**src/rtl/alu_instr_sequencer.sv**
```systemverilog
// Fetch/decode/execute control sequencer for a bus-based ALU datapath.
// Optional HI/LO writeback for MUL/DIV is enabled by defining HILO_WRITEBACK_EN.
module alu_instr_sequencer #(
  parameter int NUM_REGS = 16,
  parameter int OP_W     = 5
) (
  input  logic                Clock,
  input  logic                Clear,
  input  logic                Start,
  input  logic                MemReady,
  input  logic [31:0]         IR,
  output logic                Busy,
  output logic                Done,
  output logic                Illegal,
  output logic                PCout,
  output logic                MARin,
  output logic                IncPC,
  output logic                PCin,
  output logic                Read,
  output logic                MDRin,
  output logic                MDRout,
  output logic                IRin,
  output logic                Yin,
  output logic                ZLowin,
  output logic                ZHighin,
  output logic                ZLowout,
  output logic                ZHighout,
  output logic                HIin,
  output logic                LOin,
  output logic [NUM_REGS-1:0] Rout,
  output logic [NUM_REGS-1:0] Rin,
  output logic [OP_W-1:0]     OP
);

  typedef enum logic [3:0] {
    S_IDLE, S_T0, S_T1, S_T2, S_T3, S_T4, S_T5, S_T6, S_DONE
  } state_t;

  typedef enum logic [1:0] {
    C_BIN, C_UNARY, C_MULDIV, C_ILL
  } cls_t;

  state_t     state, state_nx;
  cls_t       cls;
  logic       ill_q;
  logic [4:0] opcode;
  logic [3:0] ra, rb, rc;
  logic       unused_ir_low;

  assign opcode        = IR[31:27];
  assign ra            = IR[26:23];
  assign rb            = IR[22:19];
  assign rc            = IR[18:15];
  assign unused_ir_low = ^IR[14:0];

  function automatic logic reg_ok(input logic [3:0] r);
    return 32'(r) < NUM_REGS;
  endfunction

  function automatic logic [NUM_REGS-1:0] onehot(input logic [3:0] r);
    logic [NUM_REGS-1:0] v;
    v = '0;
    for (int unsigned i = 0; i < NUM_REGS; i++) v[i] = (32'(r) == i);
    return v;
  endfunction

  // Out-of-range register fields fold into the illegal class, so later states
  // never need to re-check them before driving Rout/Rin.
  always_comb begin
    cls = C_ILL;
    if (opcode <= 5'h0C)
      cls = (reg_ok(ra) && reg_ok(rb) && reg_ok(rc)) ? C_BIN : C_ILL;
    else if (opcode == 5'h11 || opcode == 5'h12)
      cls = (reg_ok(ra) && reg_ok(rb)) ? C_UNARY : C_ILL;
`ifdef HILO_WRITEBACK_EN
    else if (opcode == 5'h0F || opcode == 5'h10)
      cls = (reg_ok(rb) && reg_ok(rc)) ? C_MULDIV : C_ILL;
`endif
  end

  always_ff @(posedge Clock or posedge Clear) begin
    if (Clear) begin
      state <= S_IDLE;
      ill_q <= 1'b0;
    end else begin
      state <= state_nx;
      if (state == S_T3) ill_q <= (cls == C_ILL);
    end
  end

  always_comb begin
    state_nx = state;
    Busy     = (state != S_IDLE);
    Done     = 1'b0;
    Illegal  = 1'b0;
    PCout    = 1'b0;
    MARin    = 1'b0;
    IncPC    = 1'b0;
    PCin     = 1'b0;
    Read     = 1'b0;
    MDRin    = 1'b0;
    MDRout   = 1'b0;
    IRin     = 1'b0;
    Yin      = 1'b0;
    ZLowin   = 1'b0;
    ZHighin  = 1'b0;
    ZLowout  = 1'b0;
    ZHighout = 1'b0;
    HIin     = 1'b0;
    LOin     = 1'b0;
    Rout     = '0;
    Rin      = '0;
    OP       = '0;
    case (state)
      S_IDLE: if (Start) state_nx = S_T0;
      S_T0: begin
        PCout    = 1'b1;
        MARin    = 1'b1;
        IncPC    = 1'b1;
        state_nx = S_T1;
      end
      S_T1: begin
        Read  = 1'b1;
        MDRin = 1'b1;
        if (MemReady) begin
          PCin     = 1'b1;
          state_nx = S_T2;
        end
      end
      S_T2: begin
        MDRout   = 1'b1;
        IRin     = 1'b1;
        state_nx = S_T3;
      end
      S_T3: begin
        case (cls)
          C_UNARY: begin
            Rout     = onehot(rb);
            ZLowin   = 1'b1;
            OP       = OP_W'(opcode);
            state_nx = S_T4;
          end
          C_BIN, C_MULDIV: begin
            Rout     = onehot(rb);
            Yin      = 1'b1;
            state_nx = S_T4;
          end
          default: state_nx = S_DONE;
        endcase
      end
      S_T4: begin
        case (cls)
          C_UNARY: begin
            ZLowout  = 1'b1;
            Rin      = onehot(ra);
            state_nx = S_DONE;
          end
          C_BIN, C_MULDIV: begin
            Rout     = onehot(rc);
            ZLowin   = 1'b1;
            ZHighin  = 1'b1;
            OP       = OP_W'(opcode);
            state_nx = S_T5;
          end
          default: state_nx = S_DONE;
        endcase
      end
      S_T5: begin
        state_nx = S_DONE;
        if (cls == C_BIN) begin
          ZLowout = 1'b1;
          Rin     = onehot(ra);
        end
`ifdef HILO_WRITEBACK_EN
        else if (cls == C_MULDIV) begin
          ZLowout  = 1'b1;
          LOin     = 1'b1;
          state_nx = S_T6;
        end
`endif
      end
      S_T6: begin
`ifdef HILO_WRITEBACK_EN
        ZHighout = 1'b1;
        HIin     = 1'b1;
`endif
        state_nx = S_DONE;
      end
      S_DONE: begin
        Done     = 1'b1;
        Illegal  = ill_q;
        state_nx = Start ? S_T0 : S_IDLE;
      end
      default: state_nx = S_IDLE;
    endcase
  end

endmodule

```
**config.mk**
```make
export PLATFORM = sky130hd
export DESIGN_NAME = alu_instr_sequencer
export DESIGN_NICKNAME = d
export VERILOG_FILES = /design/src/rtl/alu_instr_sequencer.sv
export SDC_FILE = /design/constraint.sdc
export NUM_CORES = 1
export LEC_CHECK = 0
export CAP_MARGIN = 10
export CORE_ASPECT_RATIO = 1.5
export CORE_UTILIZATION = 29
export CTS_CLUSTER_DIAMETER = 60
export DETAILED_ROUTE_END_ITERATION = 6
export GPL_TIMING_DRIVEN = 0
export PLACE_DENSITY = 0.89
export SYNTH_ARGS = -nofsm -noshare
export SYNTH_HDL_FRONTEND = slang
export SYNTH_SLANG_ARGS = --single-unit
```
**constraint.sdc**
```tcl
create_clock -name Clock -period 2.4 [get_ports Clock]
set_clock_uncertainty 0.1 [all_clocks]
set_input_delay 0.48 -clock Clock [delete_from_list [all_inputs] [get_ports Clock]]
set_output_delay 0.48 -clock Clock [all_outputs]
set_load 0.03 [all_outputs]
```
==> results of run 1 <==
## cells by family after synthesis
group | count (synthesis)
compound gates | 30
xor+xnor | 1
buf+inv | 23
flops | 5
mux | 2
other cells | 1
simple gates | 90
## sequential cells by signal (all words and copies together) (netlist names)
signal,cells
state,4
ill_q,1
## power groups by stage
stage / Clock [mW] / Sequential [mW] / Combinational [mW]
after floorplan: 0 / 0.137 / 0.860
after global placement: 0 / 0.143 / 1.16
after detailed placement: 0 / 0.145 / 1.18
after CTS: 0.157 / 0.149 / 1.51
after global routing: 0.171 / 0.157 / 1.90
final: 0.159 / 0.158 / 1.83
## area by class of cell
class	count	area, um^2
clock buffer	4	45.0
tap	42	52.6
fill	146	414
buffer	16	186
multi-input combinational	127	1430
inverter	6	35.0
timing repair buffer	115	1130
sequential	5	125
## routing by layer
layer | track usage | up-vias
met3 | 0.0359 | 31
met1 | 0.317 | 938
li1 | - | 811
met2 | 0.575 | 121
met4 | 0.176 | 0
met5 | 0 | -
## repair_timing
| item | CTS | global route |
|---|---|---|
| buffers inserted | 27 | 16 |
| gates resized for setup | 314 | 46 |
| hold buffers | 0 | 0 |
| gates cloned | 2 | 1 |
| setup endpoints to repair | 53 | 45 |
| pin swaps | 26 | 19 |
## cell usage after synthesis
cell type and number:
nand4bb_1 1, or2_2 4, and2_1 5, nand3b_1 2, inv_1 5, o22ai_2 3
o211ai_1 1, or3_4 1, o21a_1 1, clkinv_2 1, o22a_1 1, buf_4 7
or2_4 1, buf_6 1, nor2b_1 4, nor3_1 5, nand3_1 6, or4_1 1
o22ai_1 6, nor4b_1 4, or3_1 3, or4_4 1, o32ai_1 7, a211oi_1 2
o21ai_0 1, nand2b_1 11, conb_1 1, mux2_2 1, buf_2 4, o211a_1 1
nand2_1 13, nand4_1 1, nor4_1 17, dfrtp_1 5, a21oi_1 5, nor2_1 10
clkbuf_1 5, o31a_1 2, xor2_1 1, mux2i_1 1
## worst max-delay path, stage by stage
cell and delay, ns:
buf_12 0.11, o211a_4 0.25, buf_6 0.12, nor4b_4 0.32, a21oi_4 0.11, buf_4 0.16, buf_6 0.12, nor4_4 0.23
buf_6 0.18
## final timing paths
path / from / to / slack, ns / depth (start not counted)
setup / recovery: IR[27] / Rin[6] / -0.27 / 9
hold / removal: Clear / state[0]$_DFFE_PP0P_ / 0.41 / 2
setup reg to reg: state[0]$_DFFE_PP0P_ / state[2]$_DFFE_PP0P_ / 0.71 / 5
hold reg to reg: ill_q$_DFFE_PP0P_ / ill_q$_DFFE_PP0P_ / 0.43 / 1
max in group asynchronous: Clear / state[2]$_DFFE_PP0P_ / 1.60 / 2
min in group Clock: ill_q$_DFFE_PP0P_ / ill_q$_DFFE_PP0P_ / 0.43 / 1
## layout by cell type, fill, tap and decap left out, types with 5 or more instances in the layout
cell type / netlist / routed
inv_1: 5 / 5
dfrtp_1: 5 / 5
nor4_4: 0 / 17
buf_12: 0 / 6
o32ai_2: 0 / 7
nand2_1: 13 / 13
dlygate4sd2_1: 0 / 5
o22ai_4: 0 / 9
nand2b_1: 11 / 8
nor2_1: 10 / 7
buf_6: 1 / 35
buf_4: 7 / 50
clkdlybuf4s50_1: 0 / 14
## metrics by stage
| stage | cells | instance area [um^2] |
|---|---|---|
| 2_1_floorplan | 154 | 1610 |
| 3_3_place_gp | 267 | 2370 |
| 3_5_place_dp | 267 | 2370 |
| 4_1_cts | 299 | 2790 |
| 5_1_grt | 315 | 3000 |
| 6_report | 315 | 3000 |
==> impl_metrics.env, run 1 <==
export IMPL_period_minus_slack_ns=2.67
export IMPL_rsz0062_at_grt="yes"
export IMPL_p_sw_mw=1.06
export IMPL_wl_met3_um=375
export IMPL_status="complete, but fails checks"
export IMPL_vias_per_cell=6.03
export IMPL_fin_ws_ns=-0.270
export IMPL_pin_count=91
export IMPL_synthTopCellsByArea="dfrtp_1 12%, nor4_1 10%, nand2b_1 6.6%"
export IMPL_synth_simple_area_share=0.502
export IMPL_highest_layer="met4"
export IMPL_power_frac_comb=0.852
export IMPL_portBuffers=71
export IMPL_worst_setup_path_start_kind="primary input"
export IMPL_p_leak_nw=1.26
export IMPL_setup_viol_count_final=39
export IMPL_path_max_fanout=5
export IMPL_antenna_found_initial=0
export IMPL_met1_length_um=2420
export IMPL_clk_latency_ns=0.22
export IMPL_clkTransAtPathRegs_ns=0.04
export IMPL_cp_arrival_ns=2.09
export IMPL_vias=1901
export IMPL_cp_end_kind="output port"
export IMPL_dr_wl_met2_um=3850
export IMPL_overflow=0
export IMPL_postRouteAntennaNets=0
export IMPL_synth_xor_area_frac=0.00841
export IMPL_wirelength_um=6950
export IMPL_grt_pass1_vias=1806
export IMPL_drt_iter0_markers=97
export IMPL_synth_top_area_frac=0.120
export IMPL_fin_setup_tns_ns=-6.67
export IMPL_switching_share=0.492
export IMPL_yosysWarnings=0
export IMPL_clockPowerShare=0.074
export IMPL_grt_max_degree=11
export IMPL_timing_fmax_ghz=0.374
export IMPL_hold_worst_slack_ns=0.410
export IMPL_first_pass_iters=4
export IMPL_ys_seq_area_frac=0.120
export IMPL_crit_required_ns=1.82
export IMPL_core_um2=3420
export IMPL_finalHoldViolCount=0
export IMPL_pre_cts_slack_ns=-1.36
export IMPL_route_detailed_drc=0
export IMPL_synth_compound_area_share=0.224
export IMPL_area_growth_pct=188
export IMPL_p_seq_frac=0.074
export IMPL_synthAdderAreaFrac=0
export IMPL_ys_types=40
export IMPL_power_total_mw=2.15
export IMPL_fin_crit_sh=1.11
export IMPL_dieArea_um2=3840
export IMPL_synthCells=152
export IMPL_num_rows=26
export IMPL_cts_tree="yes"
export IMPL_synthMuxAreaShare=0.0204
export IMPL_avgSynthCellArea_um2=6.85
export IMPL_routedWlPerCell_um=22.1
export IMPL_clock_sinks=5
export IMPL_clock_path_buffers=2
export IMPL_cts_buffers=3
export IMPL_criticalPathCategory="in -> out"
export IMPL_die_h_um=75.4
export IMPL_yosys_area_top_type="dfrtp_1"
export IMPL_slew_violations=0
export IMPL_power_per_cell_area_nw_per_um2=716
export IMPL_fin_nets=310
export IMPL_cts_root_buf="clkbuf_8"
export IMPL_gp_congestion=0.861
export IMPL_final_util=0.879
export IMPL_grt_pass1_wl_um=8690
export IMPL_p_int_mw=1.09
export IMPL_violations="negative setup slack"
export IMPL_hold_class="in -> async"
export IMPL_die_w_um=50.9
export IMPL_synth_top_family_by_area="simple AND/OR/NAND/NOR gates"
export IMPL_ys_ff_latch=5
export IMPL_antenna_cells=0
export IMPL_htree_levels=1
export IMPL_post_dp_hpwl_um=3390
export IMPL_peakVddDrop_mv=0.895
export IMPL_netlist_area_um2=1040
export IMPL_layout_drive_gt1_share=0.656
export IMPL_grt_usage=0.303
export IMPL_maxCapViolCount=0
export IMPL_initial_utilization=0.305
No activity file was read; power rests on OpenSTA's default activity.
==> run 2, diff against run 1 <==
--- a/config.mk
+++ b/config.mk
@@ -11,6 +11,7 @@
 export CTS_CLUSTER_DIAMETER = 60
 export DETAILED_ROUTE_END_ITERATION = 6
 export GPL_TIMING_DRIVEN = 0
+export HOLD_SLACK_MARGIN = 0.12
 export PLACE_DENSITY = 0.89
 export SYNTH_ARGS = -nofsm -noshare
 export SYNTH_HDL_FRONTEND = slang
==> results of run 2 <==
The final DEF is identical to that of run 1; final timing and power are the same.
